File: config.mk
export PLATFORM = sky130hd
export DESIGN_NAME = pad_cfg_tx
export DESIGN_NICKNAME = d
export VERILOG_FILES = /design/src/rtl/pad_cfg_pkg.sv /design/src/rtl/pad_cfg_clkgen.sv /design/src/rtl/pad_cfg_tx.sv
export SDC_FILE = /design/constraint.sdc
export NUM_CORES = 1
export LEC_CHECK = 0
export BUFFER_PORTS_ARGS = -buffer_cell sky130_fd_sc_hd__buf_2
export CELL_PAD_IN_SITES_DETAIL_PLACEMENT = 0
export CELL_PAD_IN_SITES_GLOBAL_PLACEMENT = 1
export CORE_MARGIN = 3
export CORE_UTILIZATION = 47
export DETAILED_ROUTE_END_ITERATION = 7
export PLACE_DENSITY = 0.85
export SLEW_MARGIN = 10
export SYNTH_ARGS = -nofsm -noshare
export SYNTH_HDL_FRONTEND = slang
export SYNTH_HIERARCHICAL = 1
export SYNTH_SLANG_ARGS = --single-unit
File: constraint.sdc
create_clock -name clk -period 2.4 [get_ports clk]
set_input_delay 0.48 -clock clk [delete_from_list [all_inputs] [get_ports clk]]
set_output_delay 0.48 -clock clk [all_outputs]
set_load 0.03 [all_outputs]
File: src/rtl/pad_cfg_pkg.sv
// Shared types and constants for the pad configuration chain transmitter.
// Holds the FSM state encoding, pad config field layout and chain-length helper.
package pad_cfg_pkg;

  typedef enum logic [1:0] {
    IDLE  = 2'd0,
    SHIFT = 2'd1,
    LATCH = 2'd2
  } state_e;

  // Field layout of the default 8-bit pad configuration word
  localparam int DRV_LSB     = 0;
  localparam int DRV_W       = 2;
  localparam int PULL_LSB    = 2;
  localparam int PULL_W      = 2;
  localparam int ANA_EN_BIT  = 4;
  localparam int TAP_SEL_LSB = 5;
  localparam int TAP_SEL_W   = 3;

  function automatic int total_bits(input int num_pads, input int cfg_w);
    return num_pads * cfg_w;
  endfunction

endpackage

File: src/rtl/pad_cfg_clkgen.sv
// Shift-clock divider: ser_clk_o low for CLK_DIV cycles then high for CLK_DIV.
// rise_o/period_end_o flag the cycle whose closing edge raises ser_clk / starts a new bit.
module pad_cfg_clkgen
  import pad_cfg_pkg::*;
#(
  parameter int CLK_DIV = 4
) (
  input  logic clk,
  input  logic rst_n,
  input  logic en_i,
  output logic ser_clk_o,
  output logic rise_o,
  output logic period_end_o
);

  localparam int PER = 2 * CLK_DIV;
  localparam int DW  = $clog2(PER);
  localparam logic [DW-1:0] LAST = DW'(PER - 1);
  localparam logic [DW-1:0] RISE = DW'(CLK_DIV - 1);
  localparam logic [DW-1:0] HIGH = DW'(CLK_DIV);

  logic [DW-1:0] div_q, div_d;
  logic          clk_q, clk_d;

  // Disabled means parked at the start of a low phase
  always_comb begin
    div_d = '0;
    clk_d = 1'b0;
    if (en_i) begin
      div_d = (div_q == LAST) ? '0 : div_q + 1'b1;
      clk_d = (div_d >= HIGH);
    end
  end

  always_ff @(posedge clk or negedge rst_n) begin
    if (!rst_n) begin
      div_q <= '0;
      clk_q <= 1'b0;
    end else begin
      div_q <= div_d;
      clk_q <= clk_d;
    end
  end

  assign ser_clk_o    = clk_q;
  assign rise_o       = en_i && (div_q == RISE);
  assign period_end_o = en_i && (div_q == LAST);

endmodule

File: src/rtl/pad_cfg_tx.sv
// Pad-ring configuration chain transmitter: shadow image, serial shift, latch strobe
// and capture of the chain's returning bitstream for readback.
module pad_cfg_tx
  import pad_cfg_pkg::*;
#(
  parameter int NUM_PADS = 16,
  parameter int CFG_W    = 8,
  parameter int CLK_DIV  = 4
) (
  input  logic                        clk,
  input  logic                        rst_n,
  input  logic                        wr_en_i,
  input  logic [$clog2(NUM_PADS)-1:0] wr_idx_i,
  input  logic [CFG_W-1:0]            wr_data_i,
  input  logic [$clog2(NUM_PADS)-1:0] rd_idx_i,
  output logic [CFG_W-1:0]            rd_data_o,
  input  logic                        start_i,
  input  logic                        abort_i,
  output logic                        busy_o,
  output logic                        done_o,
  output logic                        err_o,
  output logic                        ser_clk_o,
  output logic                        ser_do_o,
  input  logic                        ser_di_i,
  output logic                        ser_latch_o
);

  localparam int IW  = $clog2(NUM_PADS);
  localparam int N   = total_bits(NUM_PADS, CFG_W);
  localparam int BW  = $clog2(N + 1);
  localparam int XW  = $clog2(N);
  localparam int PER = 2 * CLK_DIV;
  localparam int LW  = $clog2(PER);
  localparam logic [BW-1:0] LAST_BIT = BW'(N - 1);
  localparam logic [LW-1:0] LAST_LAT = LW'(PER - 1);
  localparam logic [IW-1:0] TOP_PAD  = IW'(NUM_PADS - 1);

  state_e           state_q;
  logic [BW-1:0]    bit_cnt_q, nxt_cnt;
  logic [LW-1:0]    lat_cnt_q;
  logic             busy_q, done_q, err_q, ser_do_q, latch_q;
  logic [CFG_W-1:0] shadow_q [NUM_PADS];
  logic [CFG_W-1:0] rb_word [NUM_PADS];
  logic [N-1:0]     shadow_flat, rb_q;
  logic             wr_ok, wr_err, start_acc, shift_run, period_end, rise, first_bit;
  logic [XW-1:0]    tx_idx, cap_idx;

  assign wr_ok     = wr_en_i && (state_q == IDLE) && (int'(wr_idx_i) < NUM_PADS);
  assign wr_err    = wr_en_i && !wr_ok;
  assign start_acc = start_i && (state_q == IDLE);
  assign shift_run = (state_q == SHIFT) && !abort_i;

  // Stream bit j maps to flat position N-1-j: pad NUM_PADS-1 MSB first, pad 0 LSB last
  assign nxt_cnt = bit_cnt_q + 1'b1;
  assign tx_idx  = XW'(LAST_BIT - nxt_cnt);
  assign cap_idx = XW'(LAST_BIT - bit_cnt_q);

  // A write landing in the same cycle as start must already be visible in the first bit
  assign first_bit = (wr_ok && wr_idx_i == TOP_PAD) ? wr_data_i[CFG_W-1]
                                                   : shadow_q[NUM_PADS-1][CFG_W-1];

  for (genvar gi = 0; gi < NUM_PADS; gi++) begin : g_pad
    assign shadow_flat[gi*CFG_W +: CFG_W] = shadow_q[gi];
    assign rb_word[gi]                    = rb_q[gi*CFG_W +: CFG_W];
  end

  always_ff @(posedge clk or negedge rst_n) begin
    if (!rst_n) begin
      for (int i = 0; i < NUM_PADS; i++) shadow_q[i] <= '0;
    end else if (wr_ok) begin
      shadow_q[wr_idx_i] <= wr_data_i;
    end
  end

  always_ff @(posedge clk or negedge rst_n) begin
    if (!rst_n) rb_q <= '0;
    else if (rise) rb_q[cap_idx] <= ser_di_i;
  end

  pad_cfg_clkgen #(.CLK_DIV(CLK_DIV)) u_clkgen (
    .clk          (clk),
    .rst_n        (rst_n),
    .en_i         (shift_run),
    .ser_clk_o    (ser_clk_o),
    .rise_o       (rise),
    .period_end_o (period_end)
  );

  always_ff @(posedge clk or negedge rst_n) begin
    if (!rst_n) begin
      state_q   <= IDLE;
      bit_cnt_q <= '0;
      lat_cnt_q <= '0;
      busy_q    <= 1'b0;
      done_q    <= 1'b0;
      err_q     <= 1'b0;
      ser_do_q  <= 1'b0;
      latch_q   <= 1'b0;
    end else begin
      done_q <= 1'b0;
      if (wr_err) err_q <= 1'b1;
      case (state_q)
        IDLE: begin
          if (start_acc) begin
            state_q   <= SHIFT;
            busy_q    <= 1'b1;
            bit_cnt_q <= '0;
            ser_do_q  <= first_bit;
            err_q     <= wr_err;
          end
        end
        SHIFT: begin
          if (abort_i) begin
            state_q  <= IDLE;
            busy_q   <= 1'b0;
            ser_do_q <= 1'b0;
            err_q    <= 1'b1;
          end else if (period_end) begin
            if (bit_cnt_q == LAST_BIT) begin
              state_q   <= LATCH;
              ser_do_q  <= 1'b0;
              latch_q   <= 1'b1;
              lat_cnt_q <= '0;
            end else begin
              bit_cnt_q <= nxt_cnt;
              ser_do_q  <= shadow_flat[tx_idx];
            end
          end
        end
        LATCH: begin
          if (lat_cnt_q == LAST_LAT) begin
            state_q <= IDLE;
            latch_q <= 1'b0;
            busy_q  <= 1'b0;
            done_q  <= 1'b1;
          end else begin
            lat_cnt_q <= lat_cnt_q + 1'b1;
          end
        end
        default: state_q <= IDLE;
      endcase
    end
  end

  assign rd_data_o   = (int'(rd_idx_i) < NUM_PADS) ? rb_word[rd_idx_i] : '0;
  assign busy_o      = busy_q;
  assign done_o      = done_q;
  assign err_o       = err_q;
  assign ser_do_o    = ser_do_q;
  assign ser_latch_o = latch_q;

endmodule

==> impl_metrics.toml <==
[run_status]
outcome = "finished, violations left"
failed_checks = "negative setup slack"

[setup_path]
crit_type = "reg2out"
reg2regPathDepth = 10
reg2reg_slack_ns = -0.15
critPathRequiredTime_ns = 1.92
regToRegStartpoint = "bit_cnt_q[0]"
arrival_ns = 2.08
crit_path_max_incr_delay_ns = 0.52
crit_family = "multiplexers"
cp_slowest_cell = "mux4_2"
path_buf_inv = 1
worstPathMaxFanout = 2
worstPathCellList = "mux4_2, mux4_2, buf_6"
startpoint_type = "flip-flop"
crit_top_cell = "mux4_2"
endpoint_kind = "primary output"
rr_endpoint = "ser_do_o"

[cts]
cts_tree = "yes"
cts_max_path_buffers = 3
clock_sinks = 277
cts_buffers = 30
clockRootBuffer = "clkbuf_16"
clkTransAtPathRegs_ns = 0.06
clk_latency_ns = 0.55
cts_max_level = 1

[grt]
grt_max_degree = 73
grtUsageTotal = 0.212
antenna_found_initial = 0
grt_pass1_vias = 9211
grt_pass1_wl_mm = 52.0
grt.overflow.total = 0

[floorplanning]
floorplan.initialDensity = 0.484
die_w_microns = 177
dieArea_sq_um = 31200
rows = 61
core_sq_um = 28200
io_pins = 36
die_h_microns = 177

[sta]
fin_crit_sh = 1.07
tns_ns = -1.28
tightestPinTransition_ns = 0.667
final_hold_viol_count = 0
setup_violations = 9
worst_slack_ns = -0.163
max_freq_mhz = 390
rsz0062_at_grt = "true"
max-slew-margin-rel = 0.552
skew_ns = 0.0195
period_needed_ns = 2.56
maxSlewViolCount = 0

[synth]
synth_cell_type_count = 53
syn-cell-area_sq_um = 13700
synthCells = 1044
seq_area_frac_synth = 0.507
syn_nets = 1077
synth_seq_cells = 277
avgSynthCellArea_sq_um = 13.1
synth_edf_count = 0
synthFlopType = "dfrtp_1"
yosys_warnings = 6
ys_async_sr_fraction = 1.00

[finish]
n_antenna_cell = 0
drive_gt1_frac = 0.446
fillerInstances = 2248
layout_common_cells = "276 x dfrtp_1, 257 x mux2_2, 144 x nand2_1"
syn_to_final_growth_pct = 16.5
final_common_cell = "dfrtp_1"
final_nets = 1171

[place]
place.gp.congestion = 0.809
port_buffers = 35
dp_hpwl_mm = 20.8

[power_and_ir_drop]
peakVddDrop_uv = 530
fin_total_pwr_mw = 12.6
p_leak_nw = 7.15
powerDensity_nw_per_um2 = 794

[drt]
drtAntennaViolNets = 0
drt_iter0_drc = 652
wire_per_inst_microns = 21.5
dr.pass1.iters = 5
drc = 0
vias_per_cell = 5.82
vias = 8928
wl_mm = 33.0

[worst_hold_path]
worstHoldEndpoint = "err_o"
hold_depth = 3
min_from = "abort_i"
hp-class = "in2reg"

[job]
cap_violations = 0
power by group:
group	total [mW]	switching, mW	internal (mW)
clock network	4.35	1.82	2.54
logic	2.16	0.912	1.25
registers	6.14	0.501	5.64
flip-flops by register name (all words and copies together), names as in the netlist:
signal / count
lat_cnt_q: 3
u_clkgen/ser_clk_o: 1
shadow_flat: 128
ser_latch_o: 1
state_q: 2
rb_q: 128
u_clkgen/div_q: 2
ser_do_o: 1
done_o: 1
busy_o: 1
bit_cnt_q: 8
err_o: 1
how the worst max path moves through the flow:
| stage | from | to | slack (ns) | depth (start not counted) |
|---|---|---|---|---|
| finish | rb_q[124] | rd_data_o[4] | -0.16 | 3 |
| global route | rb_q[36] | rd_data_o[4] | -0.22 | 3 |
| CTS | rb_q[126] | rd_data_o[6] | -0.18 | 3 |
| detailed placement | rd_idx_i[0] | rd_data_o[6] | -0.13 | 5 |
| global placement | rd_idx_i[0] | rd_data_o[6] | -0.14 | 5 |
| floorplan | rd_idx_i[0] | rd_data_o[0] | 0.009 | 4 |
stage by stage:
step	std cells	worst slack (ns)	hold slack, ns	util	instance area (sq um)
detailed placement	1470	-0.133	0.443	0.521	14700
finish	1535	-0.163	0.221	0.564	15900
CTS	1526	-0.180	0.194	0.559	15800
global route	1535	-0.218	0.223	0.564	15900
floorplan	1044	0.00882	0.184	-	13700
global placement	1470	-0.137	0.442	0.521	14700
worst reg2reg max path: stages (launching register included):
cell	delay, ns
dfrtp_2	0.44
ha_4	0.31
buf_12	0.14
buf_8	0.13
buf_4	0.13
mux4_2	0.29
nand2_1	0.09
nand3_1	0.11
a311oi_2	0.31
a311oi_2	0.10
a221o_1	0.38
final cells by class:
type | count | area, sq um | area share
Sequential cell | 277 | 6930 | 0.435
Tap cell | 378 | 473 | 0.0297
Clock buffer | 49 | 903 | 0.0567
Timing Repair Buffer | 133 | 1180 | 0.0742
Clock inverter | 2 | 13.8 | 0.000864
Inverter | 8 | 30.0 | 0.00188
Multi-Input combinational cell | 688 | 6400 | 0.402
layer usage:
| layer | global-route usage | vias to the layer above | share of wire |
|---|---|---|---|
| met1 | 0.297 | 4707 | 0.43 |
| met3 | 0.0270 | 51 | 0.052 |
| met4 | 0.0547 | 0 | 0.022 |
| met2 | 0.354 | 225 | 0.49 |
| met5 | 0 | - | 0 |
| li1 | - | 3945 | - |
repair_timing:
item | in CTS | in global routing
pin swaps | 4 | 8
resized for setup | 20 | 17
gates cloned | 2 | 1
setup buffers | 2 | 8
hold buffers | 1 | 0
setup endpoints to repair | 9 | 16
endpoints found under the hold margin | 48 | 0
kinds of logic after synthesis:
family | count (synthesis) | share of synthesized area
mux | 331 | 0.333
xor+xnor | 7 | 0.00448
compound gates | 46 | 0.0222
fa+ha+maj | 11 | 0.0101
simple gates | 293 | 0.0936
buf+inv | 79 | 0.0296
flops | 277 | 0.507
synth_stat cells (4+ instances only):
cell | number | area (sq um)
a21oi_1 | 5 | 25.0
buf_2 | 6 | 30.0
buf_6 | 9 | 101
clkbuf_1 | 49 | 184
dfrtp_1 | 277 | 6930
ha_1 | 11 | 138
inv_1 | 8 | 30.0
mux2_2 | 257 | 2890
mux4_1 | 7 | 184
mux4_2 | 65 | 1460
nand2_1 | 144 | 541
nand2b_1 | 10 | 62.6
nand3_1 | 18 | 90.1
nand4_1 | 6 | 37.5
nor2_1 | 77 | 289
nor2b_1 | 7 | 43.8
nor3_1 | 9 | 45.0
o21ai_0 | 19 | 95.1
or2_2 | 4 | 25.0
xnor2_1 | 5 | 43.8
Power figures use the tool's default switching activity.
